**src/rtl/cpu_pkg.sv**
```systemverilog
// Shared CPU types for the memory write path.
package cpu_pkg;

  typedef enum logic [1:0] {
    SZ_BYTE = 2'd0,
    SZ_HALF = 2'd1,
    SZ_WORD = 2'd2,
    SZ_RSVD = 2'd3
  } store_size_e;

  typedef struct packed {
    logic [31:2] addr;
    logic [31:0] wdata;
    logic [3:0]  be;
  } mem_wr_t;

endpackage

```
**src/rtl/store_lane_pack.sv**
```systemverilog
// Combinational store alignment: places data in little-endian byte lanes
// and builds byte enables; flags misaligned or reserved-size requests.
module store_lane_pack
  import cpu_pkg::*;
(
  input  logic [31:0] addr,
  input  logic [31:0] data,
  input  store_size_e size,
  output mem_wr_t     wr,
  output logic        misaligned
);

  logic [1:0] o;
  assign o = addr[1:0];

  always_comb begin
    wr.addr    = addr[31:2];
    wr.wdata   = data;
    wr.be      = 4'b0000;
    misaligned = 1'b0;
    unique case (size)
      SZ_BYTE: begin
        wr.wdata = {4{data[7:0]}};
        wr.be    = 4'b0001 << o;
      end
      SZ_HALF: begin
        wr.wdata   = {2{data[15:0]}};
        wr.be      = o[1] ? 4'b1100 : 4'b0011;
        misaligned = o[0];
      end
      SZ_WORD: begin
        wr.be      = 4'b1111;
        misaligned = (o != 2'b00);
      end
      default: misaligned = 1'b1;
    endcase
  end

endmodule

```
**src/rtl/store_packer.sv**
```systemverilog
// Store data packer with a small FIFO toward data memory. The head entry is
// kept in a register so out_* hold their last values when the queue drains.
module store_packer
  import cpu_pkg::*;
#(
  parameter int DEPTH = 2
) (
  input  logic        clk,
  input  logic        rst,
  input  logic        flush,
  input  logic        in_valid,
  output logic        in_ready,
  input  logic [31:0] in_addr,
  input  logic [31:0] in_data,
  input  logic [1:0]  in_size,
  output logic        out_valid,
  input  logic        out_ready,
  output logic [31:0] out_addr,
  output logic [31:0] out_wdata,
  output logic [3:0]  out_be,
  output logic        misalign,
  output logic [31:0] misalign_addr
);

  localparam int PW = $clog2(DEPTH);
  localparam int CW = PW + 1;

  mem_wr_t       mem [DEPTH];
  mem_wr_t       pk, head, head_n;
  logic          mis, acc, push, pop;
  logic [PW-1:0] wr_ptr, rd_ptr, wr_ptr_n, rd_ptr_n;
  logic [CW-1:0] count, count_n;

  store_lane_pack u_pack (
    .addr      (in_addr),
    .data      (in_data),
    .size      (store_size_e'(in_size)),
    .wr        (pk),
    .misaligned(mis)
  );

  assign in_ready  = (count < CW'(DEPTH)) && !flush;
  assign out_valid = (count != '0);
  assign acc       = in_valid && in_ready;
  assign push      = acc && !mis;
  assign pop       = out_valid && out_ready;

  always_comb begin
    count_n  = count + CW'(push) - CW'(pop);
    wr_ptr_n = wr_ptr + PW'(push);
    rd_ptr_n = rd_ptr + PW'(pop);
    if (flush) begin
      count_n  = '0;
      wr_ptr_n = '0;
      rd_ptr_n = '0;
    end
    head_n = head;
    // New head is the incoming entry only when it lands in the slot being read.
    if (count_n != '0)
      head_n = (push && (wr_ptr == rd_ptr_n)) ? pk : mem[rd_ptr_n];
  end

  always_ff @(posedge clk) begin
    if (push) mem[wr_ptr] <= pk;
  end

  always_ff @(posedge clk or posedge rst) begin
    if (rst) begin
      count         <= '0;
      wr_ptr        <= '0;
      rd_ptr        <= '0;
      head          <= '0;
      misalign      <= 1'b0;
      misalign_addr <= '0;
    end else begin
      count    <= count_n;
      wr_ptr   <= wr_ptr_n;
      rd_ptr   <= rd_ptr_n;
      head     <= head_n;
      misalign <= acc && mis;
      if (acc && mis) misalign_addr <= in_addr;
    end
  end

  assign out_addr  = {head.addr, 2'b00};
  assign out_wdata = head.wdata;
  assign out_be    = head.be;

endmodule

```
**config.mk**
```make
export PLATFORM = sky130hd
export DESIGN_NAME = store_packer
export DESIGN_NICKNAME = d
export VERILOG_FILES = /design/src/rtl/cpu_pkg.sv /design/src/rtl/store_lane_pack.sv /design/src/rtl/store_packer.sv
export SDC_FILE = /design/constraint.sdc
export NUM_CORES = 1
export LEC_CHECK = 0
export ABC_AREA = 1
export ABC_CLOCK_PERIOD_IN_PS = 3280
export CORE_AREA = 2 2 152 154
export CTS_CLUSTER_DIAMETER = 100
export CTS_CLUSTER_SIZE = 20
export DETAILED_ROUTE_END_ITERATION = 6
export DIE_AREA = 0 0 154 156
export PLACE_DENSITY = 0.76
export RECOVER_POWER = 25
export SKIP_CTS_REPAIR_TIMING = 1
export SYNTH_ARGS = -nofsm -noshare
export SYNTH_HDL_FRONTEND = slang
export SYNTH_HIERARCHICAL = 1
export SYNTH_SLANG_ARGS = --single-unit
```
**constraint.sdc**
```tcl
create_clock -name clk -period 3.28 [get_ports clk]
set_input_delay 0.656 -clock clk [delete_from_list [all_inputs] [get_ports clk]]
set_output_delay 0.656 -clock clk [all_outputs]
set_load 0.05 [all_outputs]
```
# After elaboration in Yosys (flattened, before gate mapping)
# Memories as Yosys holds them, arrays and structs flattened. A register that Yosys moved wholly into a read port is not among the register bits.
# Index checks and enable logic that the tools add are counted.
# classes
add_sub_neg,4
n_lt_le_gt_ge,1
n_eq_ne,2
shifts,1
n_mux,9
reduce_logical,11
# op_table
operator,n
case mux 32 bit (2 select lines),1
case mux 4 bit (3 select lines),1
nonzero test 2 bit,3
logical AND 1 bit,5
2-to-1 mux 1 bit,4
2-to-1 mux 4 bit,1
"left shift 1 x 2 -> 4 bit, first input constant",1
case mux 1 bit (3 select lines),1
adder 1 bit,2
adder 2 x 1 -> 2 bit,1
"equality test 2 x 1 -> 1 bit, second input constant",1
"equality test 2 bit, second input constant",1
logical NOT 1 bit,2
logical NOT 2 bit,1
"less-than comparator 2 bit, second input constant",1
2-to-1 mux 2 bit,1
subtractor 2 x 1 -> 2 bit,1
# word_totals
ff_bits,37
ram_bits,132
in_bits,71
elab_cells,34
memories,1
# mem_list
name,words,width,read_ports,rd_clocked_by_memory_dff,write_ports,line,rtl
mem,2,66,1,1,1,store_packer.sv:28,mem_wr_t mem [DEPTH];

# Longest topological paths before layout
# depth
depth_word,8
ltp_mapped,16

# Hierarchy
# The synthesis kept the hierarchy.
# by_module_without_submodules
mod,n_inst,cells_each,area_each_um2,seq_area_each_um2
store_packer,1,1023,10009.6,6541.3
store_lane_pack,1,139,737.0,0.0

# Worst setup path after synthesis
# Ideal clock, no wire load.
# synth_path
path_kind,in2reg
start,input port flush
end,"memory mem[0][0] (netlist name), enable pin"
setup_ps,431
t_arrival_ps,3433
path_slack_ps,-585
path_stages,5
n_path_buf,1
path_cell_list,nor2_2 > nand2_1 > nor2_2 > clkbuf_1 > ha_1
# synth_via
elab_chain_len,6
# synth_rtl
item,line,rtl
start: declaration,store_packer.sv:10,"input logic flush,"
logical NOT 1 bit,store_packer.sv:42,assign in_ready = (count < CW'(DEPTH)) && !flush;
logical AND 1 bit,store_packer.sv:42,
logical AND 1 bit,store_packer.sv:44,assign acc = in_valid && in_ready;
logical AND 1 bit,store_packer.sv:45,assign push = acc && !mis;
2-to-1 mux 1 bit,store_packer.sv:64,if (push) mem[wr_ptr] <= pk;
2-to-1 mux 1 bit (implied by the code),store_packer.sv:64,
end: declaration,store_packer.sv:28,
# No other way between the ends.

# Final worst setup path
# layout_path
start,register count[1]
end,output port out_valid
# layout_via
elab_chain_len,1
# layout_rtl
item,line,rtl
start: declaration,store_packer.sv:32,"logic [CW-1:0] count, count_n;"
start signal: assignment,store_packer.sv:76,count <= count_n;
nonzero test 2 bit,store_packer.sv:43,assign out_valid = (count != '0);
end: declaration,store_packer.sv:16,"output logic out_valid,"
# No other way between the ends.

==> flow_summary.toml <==
[synthesis]
synth_compound_area_frac = 0.0359
synth_simple_gate_area_share = 0.229
synth_area_leaders = "edfxtp_1 (37%), dfrtp_1 (24%), nand2_1 (15%), nand3_1 (7.0%), inv_1 (5.1%)"
yosysWarnings = 6
synth-edff-count = 132
ys_ff_latch = 235
synth_cell_types = 25
synth_top_area_frac = 0.369
syn_inst = 1162
seq_area_frac_synth = 0.609
synth_top_area_cell = "edfxtp_1"
post_synth_fa_ha_maj_area_fraction = 0.00466
synth_mux_area_frac = 0
synthXorXnorAreaFrac = 0.000815
synth_top_family_by_area = "simple AND/OR/NAND/NOR gates"
ys_async_sr_fraction = 0.438
synth_top_flop_cell = "edfxtp_1"
netlist_area_mm2 = 0.0107
syn_area_per_cell_um2 = 9.25

[detailed_routing]
routedWlPerCell_um = 16.0
drt_wl_total_um = 25100
ant_nets = 0
drt-initial-drc-count = 619
vias = 8051
first_pass_iters = 5
via_per_inst = 5.12
drc = 0

[sta]
slew_headroom = -0.00653
finalSetupViolCount = 0
maxSlewViolCount = 59
rsz0062_at_grt = "no"
finClkSkew_ns = 0.00617
setup_tns_ns = 0
max_freq_ghz = 0.392
finalCriticalPeriod_ns = 2.55
min_period_over_period = 0.778
tightest_slew_ns = 1.51
final_hold_viol_count = 0

[power_and_ir_drop]
p_int_mw = 6.50
p_leak_nw = 6.01
power_frac_comb = 0.495
powerDensity_mw_per_mm2 = 919
seqPwrFrac = 0.352
vdd_drop_max_v = 0.000550
switching_share = 0.449
p_clk_frac = 0.152
switchingPower_mw = 5.29

[critical_path]
critPathArrivalTime_ns = 1.89
slowest_delay_ns = 0.82
setup.worst_path.end_class = "output port"
r2r_end = "out_wdata[29]"
cp_slowest_cell = "clkdlybuf4s50_1"
ff2ff_path_depth = 14
path_cells = "inv_2 -> nand2_2 -> clkdlybuf4s50_1"
crit_type = "reg -> out"
worst_setup_path_start_kind = "register"
cp.required_ns = 2.62
regToRegStartpoint = "count[1]"
r2r_setup_slack_ns = 1.07
critPathMaxFanout = 3

[clock_tree]
clk_latency_ns = 0.48
path_clk_slew_ns = 0.08
h-tree-depth = 1
cts_made_buffers = 15
root_buffer = "clkbuf_16"
cts.sinks = 235
cts_tree = "done"
cts_buffer_depth = 3

[placement]
portBuffers = 171
place_hpwl_um = 16400
place.gp.congestion = 0.877

[floorplanning]
die-area_mm2 = 0.0240
die_x_um = 154
io_pins = 174
die-height_um = 156
initial_core_util = 0.481
core_mm2 = 0.0224
num_rows = 55

[worst_hold_path]
min_path_type = "reg -> reg"
hold_start = "out_addr[28]"
holdPathStages = 2
hold-path-endpoint = "out_addr[28]"

[global_route]
grt_max_degree = 81
grt_pass1_vias = 7731
antenna_found_initial = 2
grt_usage = 0.210
grt_pass1_wl_um = 40300
grt.overflow.total = 0

[run_status]
violations = "max-capacitance violations, max-slew violations"
status = "complete, but fails checks"

[cells_and_area]
antenna_cells = 0
filler_cell_count = 1932
nets = 1353
final_core_util = 0.573
area_delta_synth_final_pct = 19.3
drive_above_1_share = 0.0482

[job]
drv_cap = 1
## kinds of logic after synthesis
group                    after synthesis
AND/OR/NAND/NOR                      592
buffers and inverters                252
flip-flops                           235
AO/OA/AOI/OAI                         77
adder cells (fa/ha/maj)                4
XOR/XNOR                               1
other                                  1
## how the worst max path moves through the flow
| stage | startpoint | to | slack (ns) | cells past startpoint |
|---|---|---|---|---|
| after detailed placement | in_size[0] | out_wdata[31] | 0.29 | 13 |
| after floorplan | flush | mem[0][0] | -0.58 | 5 |
| after global placement | in_size[0] | out_wdata[9] | 0.35 | 13 |
| final | count[1] | out_valid | 0.73 | 3 |
| after global routing | in_size[1] | out_wdata[31] | 0.55 | 14 |
| after CTS | count[1] | out_valid | 0.72 | 3 |
## final cells by class
| class | count | area [um^2] | area share |
|---|---|---|---|
| Clock buffer | 24 | 409 | 0.0319 |
| Clock inverter | 1 | 7.51 | 0.000585 |
| Multi-Input combinational cell | 676 | 2950 | 0.230 |
| Inverter | 151 | 571 | 0.0445 |
| Sequential cell | 235 | 6540 | 0.510 |
| Timing Repair Buffer | 199 | 1990 | 0.155 |
| Tap cell | 285 | 357 | 0.0278 |
## synthesized netlist by cell type (4+ instances only)
| cell type | n |
|---|---|
| nand2_1 | 425 |
| ha_1 | 4 |
| nor2_1 | 5 |
| edfxtp_1 | 132 |
| o21ai_1 | 27 |
| inv_1 | 146 |
| buf_4 | 47 |
| dfrtp_1 | 103 |
| buf_2 | 17 |
| clkbuf_1 | 14 |
| buf_6 | 20 |
| nand3_1 | 150 |
| o21ai_0 | 50 |
| inv_2 | 4 |
## stage by stage
| step | hold slack (ns) | instance area [um^2] | power, mW | cells | worst slack (ns) |
|---|---|---|---|---|---|
| after global placement | 0.462 | 12400 | 9.98 | 1546 | 0.351 |
| after detailed placement | 0.464 | 12400 | 10.1 | 1546 | 0.295 |
| after CTS | 0.487 | 12800 | 11.9 | 1571 | 0.722 |
| after global routing | 0.508 | 12800 | 12.5 | 1571 | 0.555 |
| final | 0.482 | 12800 | 11.8 | 1571 | 0.729 |
| after floorplan | 0.547 | 10800 | 8.25 | 1163 | -0.585 |
## layout by cell type (no fill, tap or decap), types with 2 or more instances in the layout
cell,netlist,layout
dfrtp_1,103,103
inv_2,4,4
buf_12,0,6
ha_1,4,2
ha_4,0,2
o21ai_1,27,27
clkbuf_1,14,9
nand4_1,2,2
clkinvlp_4,0,2
edfxtp_1,132,132
dlygate4sd3_1,0,39
nand2_2,3,4
nand3_1,150,150
nand3_2,2,2
nand2_1,425,424
clkbuf_2,0,2
clkbuf_16,0,15
o21ai_0,50,50
inv_1,146,145
nor2_1,5,5
clkdlybuf4s50_1,0,131
buf_4,47,21
conb_1,1,2
nor2_4,1,2
## state kept, by name (all words and copies together), names as in the netlist
| signal | cells |
|---|---|
| out_addr | 30 |
| misalign | 1 |
| out_be | 4 |
| wr_ptr | 1 |
| mem | 132 |
| count | 2 |
| misalign_addr | 32 |
| rd_ptr | 1 |
| out_wdata | 32 |
## critical path: cells and delay by family, from the launching register on
family | cells | cell delay, ns
AND/OR/NAND/NOR | 1 | 0.12
flip-flops | 1 | 0.43
buffers and inverters | 2 | 0.87
## routing by layer
layer	up-vias	wire length, um	GRT usage
met5	-	27	0
li1	3860	-	-
met2	324	11700	0.347
met1	3818	10400	0.279
met3	45	2290	0.0489
met4	4	623	0.0596
## power groups by stage
| stage | clock network [mW] | logic, mW | registers (mW) |
|---|---|---|---|
| 2_1_floorplan | 0 | 2.25 | 6.00 |
| 3_3_place_gp | 0 | 5.78 | 4.20 |
| 3_5_place_dp | 0 | 5.88 | 4.20 |
| 4_1_cts | 1.85 | 5.89 | 4.16 |
| 5_1_grt | 1.96 | 6.31 | 4.23 |
| 6_report | 1.80 | 5.84 | 4.15 |
Power figures use the tool's default switching activity.
==> RTL change 1 (same flow settings) <==
Reset style: synchronous (`rst`), changed in one clocked block.
--- a/src/rtl/store_packer.sv
+++ b/src/rtl/store_packer.sv
@@ -65,5 +65,5 @@
   end
 
-  always_ff @(posedge clk or posedge rst) begin
+  always_ff @(posedge clk) begin
     if (rst) begin
       count         <= '0;
Check against the original RTL: differs if rst is asserted again (counterexample within 4 cycles, from zero or initial values and one cycle with rst high); with rst held inactive, the same outputs for 4 cycles.
==> RTL change 1 against the unedited design <==
Routed wire length rose by 1.1%; final cell count rose by 0.19%; worst setup slack got worse by 250 ps; sequential cell count stayed put; critical path depth rose by 10; via count is 0.72% lower; design area about the same; hold slack got worse by 37 ps; highest routed layer unchanged; area after synthesis shrank 0.22%; first-iteration DRC count down 7.8%; fmax down 9.0%.
Power is not compared: it rests on default switching activity, and its combinational part moved more than twofold at a synthesized area within 25%.
==> RTL change 1: results (changes against the unedited design) <==
- Status: finished, final reports clean
- H-Tree Depth: 1 (unchanged)
- Clock network share of area: 0.0322 (-0.000318)
- Clock root buffer: clkbuf_16
- Number of flops mapped to enable cells by yosys: 132 (unchanged)
- Fraction of synthesized area in multiplexers: 0 (unchanged)
- Clock network power: 1.79 mW
- Sw frac: 0.285
- Port-buffer cells: 171 (unchanged)
- Clock Path Buffers: 3 (unchanged)
- Worst slack at placement: 62.3 ps (-232 ps)
- Total track usage: 0.210 (+0.000796)
- Post-synth top cells: 200 x nand2_1, 195 x nand3_1, 173 x inv_1, 132 x edfxtp_1, 103 x dfxtp_1
- CTS Buf Count: 15 (unchanged)
- Initial antenna violation count: 2 (unchanged)
- Vias per cell: 5.08 (-0.91%)
- Syn Inst Count: 1179 (+1.5%)
- Non-filler cells, final: 1574 (+0.19%)
- Clock insertion delay at the later pin of the skew report: 470 ps
- Invs w/o clock: 178 (+18%)
- Die Width: 154 µm (unchanged)
- Layout fillers: 1952 (+1.0%)
- Inst Count DP: 1549 (+0.19%)
- Reg clk slew, reported paths: 80 ps (about the same)
- Largest net degree at the start of global routing: 67 (-17%)
- Avg WL per Cell: 16.1 µm (+0.89%)
- Synth cell types: 29 (+16%)
- Worst Skew: 9.50 ps (+3.33 ps)
- Maximum vdd drop: between 0.0003 and 0.0004 V
- Non-CTS buffers: 196 (-1.5%)
- GPL Wtd Cong: 0.782 (-11%)
- Antenna diodes: 1 (+1)
- Fin nets: 1356 (+0.22%)
- CLK BUF: 23 (-4.2%)
- Adder-cell share of the synthesized area: 0.00467 (+0.0000103)
- Largest Register: mem
- Buffer share of cell area: 0.158 (+0.00251)
- Worst Hold Class: register to register
- Slew Limit Headroom: 0.146 (+0.153)
- Initial DRC count: 571 (-7.8%)
- Leak: approximately 5.6 nW
- CP Data Arrival Time: 3170 ps (+1280 ps)
- Largest cells by area after synthesis: edfxtp_1 37%, dfxtp_1 19%, nand3_1 9.1%
- XOR/XNOR Fraction of Synth Area: 0.000817 (+0.00000181)
- Sequential area share after synthesis: 0.562 (-0.0467)
- Post-synth ARST share: 0 (-0.438)
- Multi-input logic area: 3340 µm² (+13%)
- Vias in the first global route: 7676 (-0.71%)
- Clock sink count: 235 (unchanged)
- Post-DP HPWL: 16400 µm (-0.44%)
- Compound-cell area share of the yosys netlist: 0.0683 (+0.0324)
- Fraction of layout cells with a size suffix above 1: 0.113 (+0.0651)
- Combinational cell power: approximately 1.3 mW
- Multi-input comb cells: 655 (-3.1%)
- First-pass GRT wire length: 40600 µm (+0.70%)
- Dpl cell area: 12400 µm² (+0.14%)
- Sequential share of cell area: 0.470 (-0.0406)
- Initial DRT Pass Iterations: 4 (-1)
- Crit Path Max Fanout: 39 (+36)
-- RTL change 1: changes by cell type after synthesis, moves of 15 or more --
cell,before,now
nand2_1,425,200
dfrtp_1,103,0
dfxtp_1,0,103
a21oi_1,0,32
inv_1,146,173
nand3_1,150,195
o21ai_0,50,65
or2_2,0,60
-- RTL change 1: final timing paths --
| path | from | to | slack (ps) | cells past startpoint |
|---|---|---|---|---|
| setup / recovery | in_size[0] | out_wdata[12] | 480 | 13 |
| setup reg to reg | count[1] | out_wdata[12] | 840 | 14 |
| hold / removal | misalign_addr[24] | misalign_addr[24] | 440 | 2 |
| hold reg to reg | misalign_addr[24] | misalign_addr[24] | 440 | 2 |
-- RTL change 1: per-stage QoR --
step / total power, mW / util / hold WS, ps
final: 6.44 / 0.574 / 445
after global placement: 4.70 / 0.556 / 430
after detailed placement: 4.72 / 0.556 / 434
after floorplan: 4.29 / - / 622
after CTS: 6.49 / 0.574 / 447
after global routing: 6.72 / 0.574 / 456
-- RTL change 1: cell families after synthesis --
kind of cell	count (synthesis)
AOI/OAI and AO/OA	141
xor gates and xnor gates	1
adders and majority gates	4
buffers and inverters	290
DFF	235
other	1
and+or+nand+nor	507
-- RTL change 1: critical path, stage by stage --
cell and delay [ps]:
dlygate4sd3_1 660, nor2_1 200, nand2_1 70, nand2_1 130
nor2_4 60, ha_1 200, or2_2 300, nand3_1 150
nand2_4 110, buf_12 190, or2_2 290, nand3_1 80
inv_1 60
-- RTL change 1: routing by layer --
layer	up-vias	GRT usage	wire length (µm)	share of wire
met3	48	0.0447	1660	0.065
met5	-	0	13	0.00051
met2	242	0.346	11700	0.46
met4	2	0.0676	686	0.027
li1	3989	-	-	-
met1	3712	0.280	11300	0.44
==> RTL change 2 (config.mk and constraints unchanged) <==
Made on the original files. Remove the case item `SZ_BYTE` of the case on `size`.
--- a/src/rtl/store_lane_pack.sv
+++ b/src/rtl/store_lane_pack.sv
@@ -20,8 +20,4 @@
     misaligned = 1'b0;
     unique case (size)
-      SZ_BYTE: begin
-        wr.wdata = {4{data[7:0]}};
-        wr.be    = 4'b0001 << o;
-      end
       SZ_HALF: begin
         wr.wdata   = {2{data[15:0]}};
Check against the original RTL: not equivalent (Yosys sat finds a counterexample within 4 cycles, from zero or initial values and one cycle with rst high).
==> RTL change 2 against the unedited design <==
Design area is 0.34% lower; total power rose by 1.3%; routed wire length shrank 1.9%; die area is the same; sequential cell count unchanged; worst setup slack worse by 270 ps; global-route usage is 0.47 points lower; area after synthesis decreased by 0.56%; critical path type is now input port to output pin; critical endpoint is now in_ready.
==> RTL change 2: results (changes against the unedited design) <==
- Status: finished, final reports clean
- Layout fillers: 1919 (-0.67%)
- Comb pwr share: 0.502 (+0.007)
- Inst Count DP: 1512 (-2.2%)
- Worst setup endpoint: in_ready
- Vias per cell: 5.01 (-2.3%)
- Synth cell types: 24 (-4.0%)
- Largest net degree at the start of global routing: 70 (-14%)
- Crit. Startpoint: flush
- CP Data Arrival Time: 2170 ps (+280 ps)
- Pint: 6.54 mW (+0.71%)
- Sequential area share after synthesis: 0.612 (+0.00342)
- Post-Syn Area per Cell: 9.40 µm² (+1.6%)
- Worst Skew: 12.8 ps (+6.66 ps)
- CLK BUF: 22 (-8.3%)
- Final instance area: 12800 µm² (-0.34%)
- Multi-input logic area: 2800 µm² (-4.9%)
- GPL Wtd Cong: 0.790 (-9.9%)
- Largest cells by area after synthesis: edfxtp_1 37%, dfrtp_1 24%, nand2_1 14%
- R2R setup slack: 1040 ps (-30 ps)
- Vias: 7686 (-4.5%)
- FF-to-FF End: out_wdata[8]
- Dpl cell area: 12400 µm² (-0.31%)
- Sw frac: 0.452 (+0.00320)
- Buffer share of cell area: 0.160 (+0.00484)
- Clock network share of area: 0.0320 (-0.000476)
- Clk pwr share: 0.150 (-0.002)
- Total track usage: 0.205 (-0.00471)
- Maximum vdd drop: 0.000651 V (+18%)
- XOR/XNOR Fraction of Synth Area: 0.000820 (+0.00000458)
- Post-DP HPWL: 16000 µm (-2.4%)
- Leak: 5.96 nW (-0.78%)
-- RTL change 2: cell count changes after synthesis, sizes merged --
cell	before	now
buf	87	94
nand3	153	137
nand2	428	389
ha	4	8
nor2	8	3
clkinv	1	0
a21oi	0	3
o21ai	77	83
inv	150	166
-- RTL change 2: worst max-delay path: stages --
cell	delay, ps
clkdlybuf4s50_1	490
nor2_2	170
clkdlybuf4s50_1	840
-- RTL change 2: worst min-delay path by stage --
stage	start	endpoint	slack [ps]	cells past startpoint
2_1_floorplan	mem[1][14]	out_wdata[10]	550	4
3_3_place_gp	out_addr[24]	out_addr[24]	460	2
3_5_place_dp	misalign_addr[4]	misalign_addr[4]	460	2
4_1_cts	misalign_addr[4]	misalign_addr[4]	490	2
5_1_grt	misalign_addr[26]	misalign_addr[26]	510	2
6_report	misalign_addr[4]	misalign_addr[4]	480	2
-- RTL change 2: metal layers --
layer	track usage	wire length (µm)
met5	0	0
met4	0.0490	481
met1	0.278	10900
met3	0.0319	1360
met2	0.349	11900
